--- src/rtl/rr_mux4_tx.sv ---
// Four-channel round-robin mux onto one registered data word plus 2-bit source select.
// Latency: 1 cycle from input accept to out_valid; one transfer per cycle sustained.
// Backpressure: while the output word is stalled (out_valid && !out_ready) in_ready is 0000 and all state holds.
module rr_mux4_tx #(
    parameter int DATA_W = 1,
    parameter int CNT_W  = 16
) (
    input  logic                  clk,
    input  logic                  rst_n,
    input  logic [3:0]            in_valid,
    input  logic [4*DATA_W-1:0]   in_data,
    output logic [3:0]            in_ready,
    output logic                  out_valid,
    output logic [DATA_W-1:0]     out_data,
    output logic [1:0]            out_sel,
    input  logic                  out_ready,
    output logic [CNT_W-1:0]      out_count
);

    logic [1:0] ptr;
    logic [1:0] win_idx;
    logic       win_vld;
    logic       can_load;
    logic       load;
    logic       drain;

    assign can_load = !out_valid || out_ready;
    assign drain    = out_valid && out_ready;

    // Scan from the farthest offset down so the nearest requester after ptr wins.
    always_comb begin
        win_vld = 1'b0;
        win_idx = 2'd0;
        for (int i = 3; i >= 0; i--) begin
            if (in_valid[ptr + 2'(i)]) begin
                win_vld = 1'b1;
                win_idx = ptr + 2'(i);
            end
        end
    end

    assign load     = win_vld && can_load;
    assign in_ready = (rst_n && load) ? (4'b0001 << win_idx) : 4'b0000;

    always_ff @(posedge clk or negedge rst_n) begin
        if (!rst_n) begin
            out_valid <= 1'b0;
            out_data  <= '0;
            out_sel   <= 2'd0;
            ptr       <= 2'd0;
            out_count <= '0;
        end else begin
            if (load) begin
                out_data  <= in_data[win_idx*DATA_W +: DATA_W];
                out_sel   <= win_idx;
                out_valid <= 1'b1;
                ptr       <= win_idx + 2'd1;
            end else if (drain) begin
                out_valid <= 1'b0;
            end
            if (drain) begin
                out_count <= out_count + 1'b1;
            end
        end
    end

endmodule

--- config.mk ---
export PLATFORM = sky130hd
export DESIGN_NAME = rr_mux4_tx
export DESIGN_NICKNAME = d
export VERILOG_FILES = /design/src/rtl/rr_mux4_tx.sv
export SDC_FILE = /design/constraint.sdc
export NUM_CORES = 1
export LEC_CHECK = 0
export ABC_AREA = 1
export ABC_CLOCK_PERIOD_IN_PS = 2400
export CAP_MARGIN = 0
export CORE_MARGIN = 2
export CORE_UTILIZATION = 48
export CTS_CLUSTER_SIZE = 16
export DETAILED_ROUTE_END_ITERATION = 8
export GPL_ROUTABILITY_DRIVEN = 0
export PLACE_DENSITY = 0.86
export RECOVER_POWER = 50
export SYNTH_ARGS = -nofsm -noshare
export SYNTH_HDL_FRONTEND = slang
export SYNTH_SLANG_ARGS = --single-unit
--- constraint.sdc ---
create_clock -name clk -period 2.4 [get_ports clk]
set_input_delay 0.72 -clock clk [delete_from_list [all_inputs] [get_ports clk]]
set_output_delay 0.72 -clock clk [all_outputs]
set_load 0.02 [all_outputs]
After elaboration in Yosys (flattened, before gate mapping)
Index checks and enable logic that the tools add are counted.
Widths: inputs -> output; s select.
{ "totals": {"regBits": 22, "out_inout_bits": 24, "elab_cells": 41} }
{ "classes": {"add_sub_neg": 5, "magnitude_cmp": 4, "shifts": 2, "mux": 19, "n_reduce_logical": 6} }
{ "ops": {"columns": ["op", "count"], "rows": [
  ["$add 16x1->16 const B", 1],
  ["$lt 2x3->1 const B", 4],
  ["$mux 1", 10],
  ["$bmux 1 s2", 4],
  ["$mux 2", 4],
  ["$add 2x1->2 const B", 2],
  ["$add 2x2->2 const B", 2],
  ["$mux 4", 1],
  ["$shiftx 4x3->1", 1],
  ["$shl 1x2->4 const A", 1],
  ["$logic_and 1x1->1", 3],
  ["$reduce_bool 2->1", 1],
  ["$logic_not 1->1", 1],
  ["$logic_or 1x1->1", 1]
]} }

Longest topological paths before layout
{ "depth": {"word_depth": 10, "mapped_depth": 16} }

Least setup slack after synthesis
OpenSTA, ideal clock, no wires.
{ "synth_timing": {"path_type": "input to output", "from": "in in_valid[0]", "to": "out in_ready[1]", "t_arrival_ns": 1.828, "path_slack_ns": -0.148, "cell_stages": 10, "path_cell_list": "inv_1 > nand2_1 > nand2_1 > nand2_1 > nor3_2 > inv_1 > nand2_2 > inv_2 > nand2_1 > nor3_1"} }
{ "synth_via": {"elab_chain_len": 9, "word_cells_on_any_way": 20, "cone_classes": "shift (1); mux (17); reduce/logical (2)"} }
{ "synth_lines": {"columns": ["element", "line", "text"], "rows": [
  ["start, declared", "10", "input logic [3:0] in_valid,"],
  ["$bmux 1 s2", "35", "if (in_valid[ptr + 2'(i)]) begin"],
  ["$mux 1 (implied by the code)", "35", null],
  ["$mux 1 (4 in a row)", "35", null],
  ["$logic_and 1x1->1", "42", "assign load = win_vld && can_load;"],
  ["$logic_and 1x1->1", "43", "assign in_ready = (rst_n && load) ? (4'b0001 << win_idx) : 4'b0000;"],
  ["$mux 4 *", "43", null],
  ["end, declared", "12", "output logic [3:0] in_ready,"]
]} }
Mark *: on every way between the ends. The rest lies on a longest branch, timed or not. The select of a mux whose other input is x is not followed.

Worst setup path after layout
{ "layout_timing": {"from": "reg ptr[0]", "to": "out in_ready[3]"} }
{ "layout_via": {"elab_chain_len": 10, "word_cells_on_any_way": 23, "cone_classes": "add/sub (3); shift (1); mux (17); reduce/logical (2)"} }
{ "layout_lines": {"columns": ["element", "line", "text"], "rows": [
  ["start, declared", "20", "logic [1:0] ptr;"],
  ["start signal, assigned", "57", "ptr <= win_idx + 2'd1;"],
  ["$add 2x2->2", "35, 37", null],
  ["$bmux 1 s2", "35", null],
  ["$mux 1 (implied by the code)", "35", null],
  ["$mux 1 (4 in a row)", "35", null],
  ["$logic_and 1x1->1", "42", null],
  ["$logic_and 1x1->1", "43", null],
  ["$mux 4 *", "43", null]
]} }
Marked as above.

==> summary.txt <==
Clock network
  • H-tree depth: 1
  • CTS sink count: 22
  • Hold Buf Count CTS: 0
  • CTS Buf Count: 3
  • Clock Latency Late Sink: about 330 ps
  • CTS clk-pin slew, worst paths: 150 ps
  • Bufs on Longest Clock Path: 2
  • CTS tree: done
  • Root buffer cell: clkbuf_4

Route
  • Drt drc: 0
  • Per-cell routed wire length: about 18 um
  • DR vias/cell: 5.48
  • Antenna viol nets, final: 0
  • Routed vias: between 1000 and 1500
  • 1st-iter DRT viols: 51
  • DRT Pass-1 Iters: 4
  • Routed wire length: between 4000 and 5000 um

Timing
  • Hold Fails Final Rpt: 0
  • RSZ-0062 raised after global routing: yes
  • Max Clock Skew: 2.92 ps
  • Setup Viol. Count Final: 5
  • Post-route worst setup slack: -396 ps
  • Slew margin rel.: 0.815
  • Minimum clock period: 2800 ps
  • Final period utilization: 1.16
  • Worst-Margin Slew: about 280 ps
  • Peak Freq: ~360 MHz
  • WHS: about 520 ps
  • Final slew viol count: 0

Floorplan
  • Die Height: ~56 um
  • Chip Width: 56.2 um
  • Initial core utilization: 0.519
  • Die area: between 0.003 and 0.004 sq mm
  • Core area: ~0.0025 sq mm
  • Rows: 18
  • # IOs: 35

Worst setup path
  • CP max stage delay: 500 ps
  • Critical Path RT: approximately 1700 ps
  • Critical R2R Launch: ptr[0]
  • Worst R2R End: ptr[1]
  • R2r setup slk: -80 ps
  • Worst setup path class: flip-flop to primary output
  • Worst Path Arrival: 2080 ps
  • CP Buf/Inv Count: 2
  • Setup crit end kind: primary output
  • CP startpoint kind: flip-flop
  • Worst Path Max Fanout: 6
  • Cell breakdown of the critical path: clkinv_4, nand2_4, nand2_4, nand2_4, nand2_4, nand2_4, nand3_2, nand2_4, nand2_2, nor2_2, buf_6
  • CP delay by family, top: simple AND/OR/NAND/NOR gates
  • Cell repeated most along the worst path: nand2_4
  • Register-to-Register Path Depth: 20
  • Max stage delay cell, worst path: dfrtp_2

Synth
  • Seq/Total Area, Yosys: 0.420
  • Post-synth cell types: 27
  • Netlist Area Pre-Place: 0.00131 sq mm
  • Post-synthesis cell count: about 160
  • Syn Nets: around 170
  • Avg Inst Size Synth: between 8 and 9 sq um
  • Synth warnings: 0
  • #FFs+latches synth: 22

GRT
  • Antenna violations before repair: 0
  • Vias in the first global route: around 1400
  • First-pass GRT wire length: approximately 6700 um
  • Gr usage total: 0.273
  • Largest net degree at the start of global routing: 23
  • Grt total ovfl: 0

Final layout
  • Final #Nets: ~250
  • Final cell count without fillers: 262
  • Final Util: 0.882
  • Area Overhead vs Synth: 69.9%
  • Fillers: 115
  • # diodes: 0
  • Layout cells sized above 1: 0.466

Hold path
  • Worst hold path class: flip-flop to flip-flop
  • Hold Crit Depth: 1
  • Worst Hold Endpoint: out_count[14]
  • Min-delay src: out_count[14]

Placement
  • DP Worst Slack: -1050 ps
  • Port buffer count: 34
  • Placed cells: roughly 240
  • Post-DP HPWL: 2220 um

Run
  • Number of max-cap violations: 0

Run status
  • Status: complete, but fails checks
  • Failing checks: setup timing

Power and ir drop
  • Peak supply drop: roughly 1.4 mV
  • P_leak: approximately 1.1 nW
  • Pwr dens: approximately 1500 mW/mm^2
==> cells in the mapped netlist <==
cell / n / area [sq um]
and3_4: 1 / 11.3
buf_6: 1 / 11.3
dfrtp_1: 22 / 551
ha_1: 1 / 12.5
inv_1: 14 / 52.6
inv_2: 4 / 15.0
inv_6: 1 / 8.76
nand2_1: 50 / 188
nand2_2: 14 / 87.6
nand2_4: 1 / 11.3
nand3_1: 7 / 35.0
nand3_2: 3 / 30.0
nand3_4: 1 / 17.5
nand4_2: 1 / 12.5
nor2_1: 5 / 18.8
nor2_2: 3 / 18.8
nor2_4: 2 / 22.5
nor3_1: 2 / 10.0
nor3_2: 3 / 30.0
nor3b_1: 1 / 7.51
o211ai_1: 1 / 7.51
o21a_1: 1 / 7.51
o21ai_0: 2 / 10.0
o21ai_1: 1 / 5.00
o22ai_1: 1 / 6.26
xnor2_1: 7 / 61.3
xor2_1: 7 / 61.3
==> cells by family (layout without fill, tap and decap cells) <==
kind of cell,count (synthesis),in the layout,synth area share
simple gates,94,94,0.382
fa+ha+maj,1,1,0.00955
buf+inv,20,95,0.0669
flops,22,22,0.420
xor+xnor,14,14,0.0936
compound gates,6,6,0.0277
==> how the worst max path moves through the flow <==
stage                 from          end  slack (ps)  cells past startpoint
3_5_place_dp   in_valid[0]  in_ready[1]       -1050                     12
4_1_cts             ptr[0]  in_ready[3]        -250                     12
6_report            ptr[0]  in_ready[3]        -400                     11
5_1_grt             ptr[0]  in_ready[3]        -490                     11
3_3_place_gp   in_valid[0]  in_ready[1]       -1000                     12
2_1_floorplan  in_valid[0]  in_ready[1]        -150                     10
==> timing repair <==
item                       4_1_cts  5_1_grt
resized for setup               58       44
pin swaps                       23       21
setup endpoints to repair        4        5
setup buffers                   14       14
==> report_power, final <==
| group | switching, mW | leakage (nW) | internal, mW |
|---|---|---|---|
| logic | 1.23 | 0.823 | 1.16 |
| clock network | 0.139 | 0.0279 | 0.169 |
| registers | 0.149 | 0.280 | 0.470 |
| total | 1.52 | 1.13 | 1.79 |
==> metrics by stage <==
stage / power [mW] / area (sq um) / TNS [ps]
6_report: 3.31 / 2230 / -1570
3_3_place_gp: 1.85 / 1800 / -3870
2_1_floorplan: 1.34 / 1310 / -297
4_1_cts: 2.66 / 2030 / -1020
3_5_place_dp: 1.90 / 1800 / -4000
5_1_grt: 3.44 / 2230 / -2000
==> state kept, by name (all words and copies together), names as in the netlist <==
register,cells
out_count,16
out_data,1
out_sel,2
out_valid,1
ptr,2
==> placed cells by master (no fill, tap or decap), drive strengths merged <==
cell / count
nand2: 65
buf: 42
clkdlybuf4s50: 25
dfrtp: 22
inv: 18
nand3: 11
nor2: 10
xnor2: 7
xor2: 7
nor3: 5
clkbuf: 5
o21ai: 3
clkdlybuf4s15: 2
clkinv: 1
o211ai: 1
nand4: 1
and3: 1
o22ai: 1
o21a: 1
nor3b: 1
ha: 1
bufinv: 1
dlygate4sd3: 1
==> area by class of cell <==
cell class	count	area (sq um)	area share
Clock buffer	3	22.5	0.0101
Clock inverter	1	30.0	0.0135
Inverter	19	83.8	0.0377
Multi-Input combinational cell	115	855	0.384
Sequential cell	22	553	0.248
Tap cell	30	37.5	0.0169
Timing Repair Buffer	72	644	0.289
==> routing by layer <==
metal  share of wire  track usage
met3           0.057       0.0419
met2            0.52        0.462
met5               0            0
met1            0.38        0.329
met4           0.046        0.153
==> worst reg2reg max path, stage by stage (launching register included) <==
cell and delay, ps:
dfrtp_2 500, clkinv_4 160, nand2_4 110, nand2_4 70
nand2_4 90, nand2_4 90, nand2_4 90, nand2_2 50
nand2_2 100, nand2_4 100, inv_4 100, nand2_4 60
buf_4 130, buf_6 110, buf_6 100, buf_6 100
buf_6 110, buf_6 100, buf_6 100, nand3_2 50
o21ai_1 60
(Power assumes the default switching activity.)
